===== src/rtl/usr_irq_arbiter.sv =====
// rtl/usr_irq_arbiter.sv - user interrupt edge collector and round-robin Avalon-MM mailbox writer
module usr_irq_arbiter #(
  parameter int         NUM_SRC      = 4,
  parameter logic [3:0] IRQ_ADDR     = 4'h0,
  parameter int         WAIT_TIMEOUT = 255
) (
  input  logic               clk,
  input  logic               rst,
  input  logic [NUM_SRC-1:0] usr_irq_in,
  output logic               irq_avalon_master_chipselect,
  output logic [3:0]         irq_avalon_master_address,
  output logic               irq_avalon_master_read,
  output logic               irq_avalon_master_write,
  output logic [31:0]        irq_avalon_master_writedata,
  input  logic               irq_avalon_master_waitrequest,
  input  logic [31:0]        irq_avalon_master_readdata,
  output logic               irq_busy,
  output logic [7:0]         irq_drop_cnt,
  output logic               irq_timeout
);

  localparam int SW = (NUM_SRC > 1) ? $clog2(NUM_SRC) : 1;
  localparam logic [7:0]    WAIT_LAST = 8'(WAIT_TIMEOUT - 1);
  localparam logic [SW-1:0] LAST_IDX  = SW'(NUM_SRC - 1);
  localparam logic [SW:0]   NUM_SRC_W = (SW+1)'(NUM_SRC);

  typedef enum logic [1:0] {
    ST_IDLE  = 2'd0,
    ST_WRITE = 2'd1,
    ST_GAP   = 2'd2
  } state_t;

  state_t             state_q, state_d;
  logic [NUM_SRC-1:0] usr_irq_d_q;
  logic [NUM_SRC-1:0] pending_q, pending_d;
  logic [SW-1:0]      rr_ptr_q, rr_ptr_d;
  logic [SW-1:0]      sel_q, sel_d;
  logic [7:0]         wait_cnt_q, wait_cnt_d;
  logic               cs_q, cs_d;
  logic               wr_q, wr_d;
  logic [3:0]         addr_q, addr_d;
  logic [31:0]        wdata_q, wdata_d;
  logic [7:0]         drop_q, drop_d;
  logic               timeout_q, timeout_d;

  logic [NUM_SRC-1:0] rise_c;
  logic [NUM_SRC-1:0] clr_c;
  logic [NUM_SRC-1:0] drop_vec_c;
  logic [4:0]         drop_num_c;
  logic [8:0]         drop_sum_c;
  logic [SW-1:0]      sel_c;
  logic               found_c;
  logic [SW:0]        idx_sum_c;
  logic [SW-1:0]      idx_c;
  logic [SW-1:0]      next_ptr_c;
  logic               unused_readdata;

  // Avalon read side of this master is never used.
  assign unused_readdata = ^irq_avalon_master_readdata;

  assign rise_c     = usr_irq_in & ~usr_irq_d_q;
  assign next_ptr_c = (sel_q == LAST_IDX) ? '0 : sel_q + 1'b1;

  // Round-robin pick: first pending source at or above rr_ptr, wrapping.
  always_comb begin
    sel_c     = rr_ptr_q;
    found_c   = 1'b0;
    idx_sum_c = '0;
    idx_c     = '0;
    for (int k = 0; k < NUM_SRC; k++) begin
      idx_sum_c = {1'b0, rr_ptr_q} + (SW+1)'(k);
      if (idx_sum_c >= NUM_SRC_W) begin
        idx_sum_c = idx_sum_c - NUM_SRC_W;
      end
      idx_c = idx_sum_c[SW-1:0];
      if (!found_c && pending_q[idx_c]) begin
        found_c = 1'b1;
        sel_c   = idx_c;
      end
    end
  end

  // Transfer FSM: next state, registered bus outputs and pointer updates.
  always_comb begin
    state_d    = state_q;
    sel_d      = sel_q;
    rr_ptr_d   = rr_ptr_q;
    wait_cnt_d = wait_cnt_q;
    cs_d       = cs_q;
    wr_d       = wr_q;
    addr_d     = addr_q;
    wdata_d    = wdata_q;
    timeout_d  = timeout_q;
    clr_c      = '0;
    unique case (state_q)
      ST_IDLE: begin
        if (found_c) begin
          sel_d      = sel_c;
          cs_d       = 1'b1;
          wr_d       = 1'b1;
          addr_d     = IRQ_ADDR;
          wdata_d    = 32'd1 << sel_c;
          wait_cnt_d = '0;
          state_d    = ST_WRITE;
        end
      end
      ST_WRITE: begin
        if (!irq_avalon_master_waitrequest) begin
          clr_c    = {{(NUM_SRC-1){1'b0}}, 1'b1} << sel_q;
          cs_d     = 1'b0;
          wr_d     = 1'b0;
          addr_d   = '0;
          wdata_d  = '0;
          rr_ptr_d = next_ptr_c;
          state_d  = ST_GAP;
        end else if (wait_cnt_q == WAIT_LAST) begin
          // Abort: the source stays pending and is retried after the others.
          cs_d      = 1'b0;
          wr_d      = 1'b0;
          addr_d    = '0;
          wdata_d   = '0;
          timeout_d = 1'b1;
          rr_ptr_d  = next_ptr_c;
          state_d   = ST_GAP;
        end else begin
          wait_cnt_d = wait_cnt_q + 8'd1;
        end
      end
      ST_GAP: begin
        state_d = ST_IDLE;
      end
      default: begin
        state_d = ST_IDLE;
      end
    endcase
  end

  // Pending bits: a new edge wins over a same-cycle clear; edges on pending bits are drops.
  always_comb begin
    pending_d  = (pending_q & ~clr_c) | rise_c;
    drop_vec_c = rise_c & pending_q & ~clr_c;
    drop_num_c = '0;
    for (int k = 0; k < NUM_SRC; k++) begin
      drop_num_c = drop_num_c + {4'b0, drop_vec_c[k]};
    end
    drop_sum_c = {1'b0, drop_q} + {4'b0, drop_num_c};
    drop_d     = drop_sum_c[8] ? 8'hFF : drop_sum_c[7:0];
  end

  // State and datapath registers with synchronous reset.
  always_ff @(posedge clk) begin
    if (rst) begin
      state_q     <= ST_IDLE;
      usr_irq_d_q <= '0;
      pending_q   <= '0;
      rr_ptr_q    <= '0;
      sel_q       <= '0;
      wait_cnt_q  <= '0;
      cs_q        <= 1'b0;
      wr_q        <= 1'b0;
      addr_q      <= '0;
      wdata_q     <= '0;
      drop_q      <= '0;
      timeout_q   <= 1'b0;
    end else begin
      state_q     <= state_d;
      usr_irq_d_q <= usr_irq_in;
      pending_q   <= pending_d;
      rr_ptr_q    <= rr_ptr_d;
      sel_q       <= sel_d;
      wait_cnt_q  <= wait_cnt_d;
      cs_q        <= cs_d;
      wr_q        <= wr_d;
      addr_q      <= addr_d;
      wdata_q     <= wdata_d;
      drop_q      <= drop_d;
      timeout_q   <= timeout_d;
    end
  end

  assign irq_avalon_master_chipselect = cs_q;
  assign irq_avalon_master_address    = addr_q;
  assign irq_avalon_master_read       = 1'b0;
  assign irq_avalon_master_write      = wr_q;
  assign irq_avalon_master_writedata  = wdata_q;
  assign irq_busy                     = (state_q == ST_WRITE) | (|pending_q);
  assign irq_drop_cnt                 = drop_q;
  assign irq_timeout                  = timeout_q;

endmodule


===== config.mk =====
export PLATFORM = sky130hd
export DESIGN_NAME = usr_irq_arbiter
export DESIGN_NICKNAME = d
export VERILOG_FILES = /design/src/rtl/usr_irq_arbiter.sv
export SDC_FILE = /design/constraint.sdc
export NUM_CORES = 1
export LEC_CHECK = 0
export CORE_ASPECT_RATIO = 2
export CORE_MARGIN = 4
export CORE_UTILIZATION = 39
export CTS_BUF_LIST = sky130_fd_sc_hd__clkbuf_8
export CTS_CLUSTER_SIZE = 12
export DETAILED_ROUTE_END_ITERATION = 16
export PLACE_DENSITY = 0.79
export SETUP_SLACK_MARGIN = 0.4
export SLEW_MARGIN = 0
export SYNTH_ARGS = -nofsm -noshare
export SYNTH_HDL_FRONTEND = slang
export SYNTH_SLANG_ARGS = --single-unit

===== constraint.sdc =====
create_clock -name clk -period 3.2 [get_ports clk]
set_input_delay 0.64 -clock clk [delete_from_list [all_inputs] [get_ports clk]]
set_output_delay 0.64 -clock clk [all_outputs]
set_load 0.05 [all_outputs]

---- Yosys cells after proc, flatten, opt, wreduce, memory -nomap -nowiden ----
Index checks and enable logic that the tools add are counted.
cells by class
  add/subtract/negate cells ............... 13
  multiply operators ...................... 0
  divide/modulo/power cells ............... 0
  order comparisons ....................... 8
  equality and inequality tests ........... 8
  shift-type cells ........................ 2
  mux-type cells .......................... 46
  bitwise logic cells ..................... 8
  reductions and logical operators ........ 15
operators by type and width
  kind                  count
  $mux 32               3
  $pmux 32 s2           1
  $mux 8                4
  $shl 1x2->32 const A  1
  $mux 2                14
  $mux 4                5
  $and 4x4->4           4
  $pmux 8 s2            1
  $lt 2x3->1 const B    4
  $mux 1                11
  $add 8x4->9           1
  $ge 3x3->1 const B    3
  $add 8x1->8 const B   1
  $bmux 1 s2            4
  $eq 8x8->1 const B    1
  $not 4->4             2
  $pmux 4 s2            1
  $sub 2x1->2 const B   4
  $add 2x2->3 const B   2
  $ne 2x2->1 const B    3
  $reduce_and 2->1      3
  $reduce_and 3->1      2
  $add 3x1->4           1
  $or 4x4->4            1
  other kinds (19)      23
storage, ports and cells
  bits in registers ....................... 68
  latch bits .............................. 0
  RAM bits ................................ 0
  ROM bits ................................ 0
  bits of input ports ..................... 39
  word-level logic and storage cells ...... 111
  memories kept ........................... 0

---- Depth between registers and ports, before layout ----
Gate-level depths: netlist (run 1).
  word-level depth ........................ 17
  depth in mapped cells ................... 14
  gate-level depth less buffers ........... 14

---- Worst setup path before layout (run 1) ----
OpenSTA, ideal clock, no wires.
  path type ............................... input to register
  start point ............................. input port irq_avalon_master_waitrequest
  end point ............................... register drop_q[0], in the netlist irq_drop_cnt[0]
  setup time .............................. 0.072 ns
  arrival time ............................ 2.997 ns
  setup slack ............................. 0.131 ns
  stages .................................. 12
  path through ............................ nor2_1 -> nand2_1 -> nand2_1 -> or2_2 -> fa_1 -> fa_1 -> inv_1 -> fa_1 -> and3_1 -> and3_1 -> nand3_1 -> a21oi_1
between the ends
  word-level cells in the longest chain between the ends .. 9
ends and longest elaborated chain
  element               line  text
  start, declared       15    input logic irq_avalon_master_waitrequest,
  $mux 4 *              108   if (!irq_avalon_master_waitrequest) begin
  $mux 4 *              95    unique case (state_q)
  $not 4->4 *           141   drop_vec_c = rise_c & pending_q & ~clr_c;
  $and 4x4->4 *         141
  $add 1x1->2           144   drop_num_c = drop_num_c + {4'b0, drop_vec_c[k]};
  $add 2x1->3           144
  $add 3x1->4 *         144
  $add 8x4->9 *         146   drop_sum_c = {1'b0, drop_q} + {4'b0, drop_num_c};
  $mux 8 *              147   drop_d = drop_sum_c[8] ? 8'hFF : drop_sum_c[7:0];
  end signal, assigned  176   drop_q <= drop_d;
  end, declared         43    logic [7:0] drop_q, drop_d;
Mark *: on every way between the ends. The rest lies on a longest branch, timed or not.
A chain may end at the register's enable or synchronous reset.

---- Worst setup path in the final report (run 1) ----
  start point ............................. register sel_q[0]
  end point ............................... register pending_q[2]
between the ends
  word-level cells in the longest chain between the ends .. 6
ends and longest elaborated chain
  element                 line  text
  start, declared         37    logic [SW-1:0] sel_q, sel_d;
  start signal, assigned  170   sel_q <= sel_d;
  $shl 1x2->4             109   clr_c = {{(NUM_SRC-1){1'b0}}, 1'b1} << sel_q;
  $mux 4                  108
  $mux 4                  95
  $not 4->4               140   pending_d = (pending_q & ~clr_c) | rise_c;
  $and 4x4->4             140
  $or 4x4->4              140
  end signal, assigned    168   pending_q <= pending_d;
  end, declared           35    logic [NUM_SRC-1:0] pending_q, pending_d;
Every way passes these cells.

==> flow_metrics.py, run 1 <==
metrics = {
    "routing": {
        "drc": 0,
        "drtPass1Iterations": 4,
        "wl_per_cell_um": 13.5,
        "drt_iter0_drc": 49,
        "post_drt_via_cell_ratio": 4.78,
        "wl_um": 4960,
        "ant_nets": 0,
        "vias": 1760,
    },
    "floorplan": {
        "die_area_um2": 6310,
        "pin_count": 88,
        "die_h_um": 108,
        "coreArea_um2": 4860,
        "dieWidth_um": 58.2,
        "rows": 36,
        "initial_core_util": 0.404,
    },
    "cells_and_area": {
        "fin_area_um2": 2740,
        "final_layout_size_suffix_gt1_frac": 0.344,
        "nNetsFinal": 359,
        "multiInputGateArea_um2": 1160,
        "fillers": 404,
        "synthToLayoutAreaGrowth_pct": 39.6,
        "n_antenna_cell": 0,
        "regArea_um2": 731,
    },
    "cts": {
        "cts_sinks": 36,
        "path_clk_slew_ps": 80,
        "cts_tree": "done",
        "clk-insertion-delay-late_ps": 290,
        "cts_root_buf": "clkbuf_8",
        "postCtsHoldBufs": 0,
        "cts_inserted_buffers": 5,
        "h-tree-depth": 2,
        "clockBufferDepth": 2,
    },
    "synthesis": {
        "yosys.area.top_type": "dfxtp_1",
        "synthDistinctLibCells": 45,
        "synth-simple-area-share": 0.211,
        "synth_area_leaders": "dfxtp_1 (37%), buf_4 (13%), nor2_1 (4.8%)",
        "synth_seq_cells": 36,
        "synth_warnings": 0,
        "synth_area_um2": 1960,
        "yosysTopAreaCellShare": 0.367,
        "synth.area.mux_share": 0.0108,
        "avgSynthCellArea_um2": 8.54,
        "ys_seq_area_frac": 0.367,
        "synth_compound_area_frac": 0.127,
        "synth_flop_cell": "dfxtp_1",
        "synth-xor-area-share": 0.0446,
        "synth_cells": 230,
        "synth-edff-count": 0,
        "synth-adder-area-share": 0.0752,
        "synth_top_family_by_area": "simple AND/OR/NAND/NOR gates",
        "synthArstFlopShare": 0,
    },
    "timing": {
        "whs_ps": 464,
        "setup_tns_ps": 0,
        "setup_viol": 0,
        "worst_slew_pin_slew_ps": 676,
        "skew_ps": 8.72,
        "max-slew-margin-rel": 0.547,
        "fmaxAchievable_mhz": 339,
        "slew_viol_final": 0,
        "rsz0062_at_grt": "true",
        "hold_viol": 0,
        "fin_crit_ps": 2950,
        "final_min_period_over_clock_period": 0.922,
    },
    "setup_path": {
        "crit_path_max_fanout": 5,
        "crit_type": "reg -> reg",
        "r2r_slack_ps": 250,
        "rr_endpoint": "pending_q[2]$_SDFF_PP0_",
        "arrival_ps": 3180,
        "critical_path_required_ps": 3430,
        "startpoint": "sel_q[0]$_SDFFE_PP0P_",
        "slowest_stage": "dfxtp_4",
        "crit_end": "pending_q[2]$_SDFF_PP0_",
        "crit_path_end_kind": "flop",
        "start_kind": "flop",
        "slowest_delay_ps": 390,
        "cp_cell_sequence": "inv_4 > ha_4 > nand2_2 > nand2_2 > buf_6 > buf_4 > buf_4 > buf_4 > buf_4 > buf_4 > buf_4 > buf_4 > buf_4 > buf_4 > buf_4 > buf_4 > buf_4 > buf_4 > buf_4 > buf_4 > buf_4 > a21oi_2",
        "rr_startpoint": "sel_q[0]$_SDFFE_PP0P_",
        "r2r_cells": 22,
        "crit_top_cell": "buf_4",
    },
    "pwr": {
        "clkPwrFrac": 0.261,
        "power.leakage_nw": 1.17,
        "power_switching_mw": 0.457,
        "power.internal_mw": 0.775,
        "power_density_nw_per_um2": 449,
        "swShare": 0.371,
        "seq_power_share": 0.410,
        "ir_drop_uv": 339,
        "comb_power_share": 0.329,
    },
    "grt": {
        "grt_max_degree": 20,
        "antenna_found_initial": 0,
        "grt_overflow": 0,
        "grt_pass1_wl_um": 7780,
        "grt.total_usage": 0.162,
        "grt_pass1_vias": 1788,
    },
    "placement": {
        "dpl-instance-area_um2": 2200,
        "detailed_place_hpwl_um": 3080,
        "place_congestion": 0.747,
        "port_buffers": 22,
    },
    "worst_hold_path": {
        "worstHoldPathType": "reg -> reg",
    },
    "job": {
        "maxCapViolations": 0,
    },
    "status": {
        "status": "completed",
    },
}
## final cells by class
cell class              instances  share of cell area
multi-input cells             177               0.424
flip-flops and latches         36               0.267
repair buffers                 79               0.235
well taps                      57              0.0260
clock buffers                   5              0.0251
inverters                      11              0.0160
clock inverters                 3             0.00685
## layer usage
metal | up-vias | track usage | part of all wire
met1 | 823 | 0.132 | 0.33
met2 | 62 | 0.331 | 0.57
met5 | - | 0 | 0
met3 | 18 | 0.0299 | 0.046
li1 | 857 | - | -
met4 | 0 | 0.0978 | 0.053
## synthesized netlist by cell type (2+ instances only)
library cell,number
clkbuf_1,2
dfxtp_1,36
a32oi_1,2
and3_1,3
fa_1,3
inv_1,11
or3_4,2
nor3_1,3
ha_1,7
or2_2,4
buf_4,34
o21ai_2,2
a21oi_1,18
o21ai_1,2
xor2_1,8
nand2_1,23
nor2b_1,7
o21ai_0,2
nand2b_1,6
nand4_1,3
nor2_1,25
xnor2_1,2
nand3_1,3
## placed cells by master, fill, tap and decap left out, types with 3 or more instances in the layout
| master | instances |
|---|---|
| nand2b_1 | 5 |
| nand2_2 | 4 |
| dfxtp_1 | 32 |
| ha_1 | 5 |
| nor2_1 | 24 |
| a21oi_2 | 7 |
| clkdlybuf4s50_1 | 19 |
| clkbuf_8 | 5 |
| a21oi_1 | 11 |
| buf_4 | 56 |
| conb_1 | 33 |
| inv_1 | 8 |
| nand2_1 | 19 |
| nor2b_1 | 7 |
| xor2_1 | 8 |
| nand4_1 | 3 |
## worst min-delay path by stage
stage	start	to	slack, ps	depth (start not counted)
2_1_floorplan	sel_q[1]$_SDFFE_PP0P_	sel_q[1]$_SDFFE_PP0P_	470	2
3_3_place_gp	irq_avalon_master_writedata[2]$_SDFFE_PP0P_	irq_avalon_master_writedata[2]$_SDFFE_PP0P_	440	2
3_5_place_dp	irq_avalon_master_writedata[2]$_SDFFE_PP0P_	irq_avalon_master_writedata[2]$_SDFFE_PP0P_	460	2
4_1_cts	irq_avalon_master_writedata[2]$_SDFFE_PP0P_	irq_avalon_master_writedata[2]$_SDFFE_PP0P_	470	2
5_1_grt	irq_avalon_master_writedata[2]$_SDFFE_PP0P_	irq_avalon_master_writedata[2]$_SDFFE_PP0P_	500	2
6_report	irq_avalon_master_writedata[2]$_SDFFE_PP0P_	irq_avalon_master_writedata[2]$_SDFFE_PP0P_	460	2
## power groups by stage
stage	sequential [mW]	combinational [mW]	clock, mW
after floorplan	0.546	0.242	0
after global placement	0.510	0.314	0
after detailed placement	0.511	0.320	0
after CTS	0.503	0.386	0.326
after global routing	0.509	0.431	0.339
final	0.505	0.405	0.322
## stage by stage
| stage | power, mW | cells | utilization | worst slack [ps] |
|---|---|---|---|---|
| floorplan | 0.788 | 262 | - | 349 |
| global placement | 0.824 | 311 | 0.453 | -285 |
| detailed placement | 0.831 | 311 | 0.453 | -352 |
| CTS | 1.21 | 368 | 0.553 | 266 |
| global route | 1.28 | 368 | 0.564 | 170 |
| finish | 1.23 | 368 | 0.564 | 250 |
## worst max-delay path: cells and delay by family, from the launching register on
kind,cells,cell delay [ps]
compound gates,1,100
fa+ha+maj,1,150
buf+inv,18,2120
flops,1,390
simple gates,2,120
## cell families after synthesis
| logic type | Yosys count |
|---|---|
| compound gates | 39 |
| other cells | 1 |
| buf+inv | 49 |
| simple gates | 83 |
| fa+ha+maj | 10 |
| flops | 36 |
| xor+xnor | 10 |
| mux | 2 |
## registers in the layout, summed over array words and instances (netlist names)
register / count
irq_timeout: 1
state_q: 2
irq_avalon_master_write: 1
wait_cnt_q: 8
irq_avalon_master_writedata: 4
irq_drop_cnt: 8
sel_q: 2
pending_q: 4
usr_irq_d_q: 4
rr_ptr_q: 2
## repair_timing
item | 4_1_cts | 5_1_grt
cloned | 0 | 0
pin swaps | 8 | 3
endpoints found under the setup margin | 8 | 10
gates resized for setup | 21 | 12
buffers inserted | 49 | 0
No activity file was read; power rests on OpenSTA's default activity.
==> inputs of run 2 (changes only) <==
Settings changed: CTS_CLUSTER_DIAMETER from default to 80.
==> results of run 2 <==
Final layout, timing and power as in run 1 (identical DEF).
==> inputs of run 3 (changes only) <==
Settings changed: CAP_MARGIN from default to 20.
==> results of run 3 <==
Final layout, timing and power as in run 1 (identical DEF).
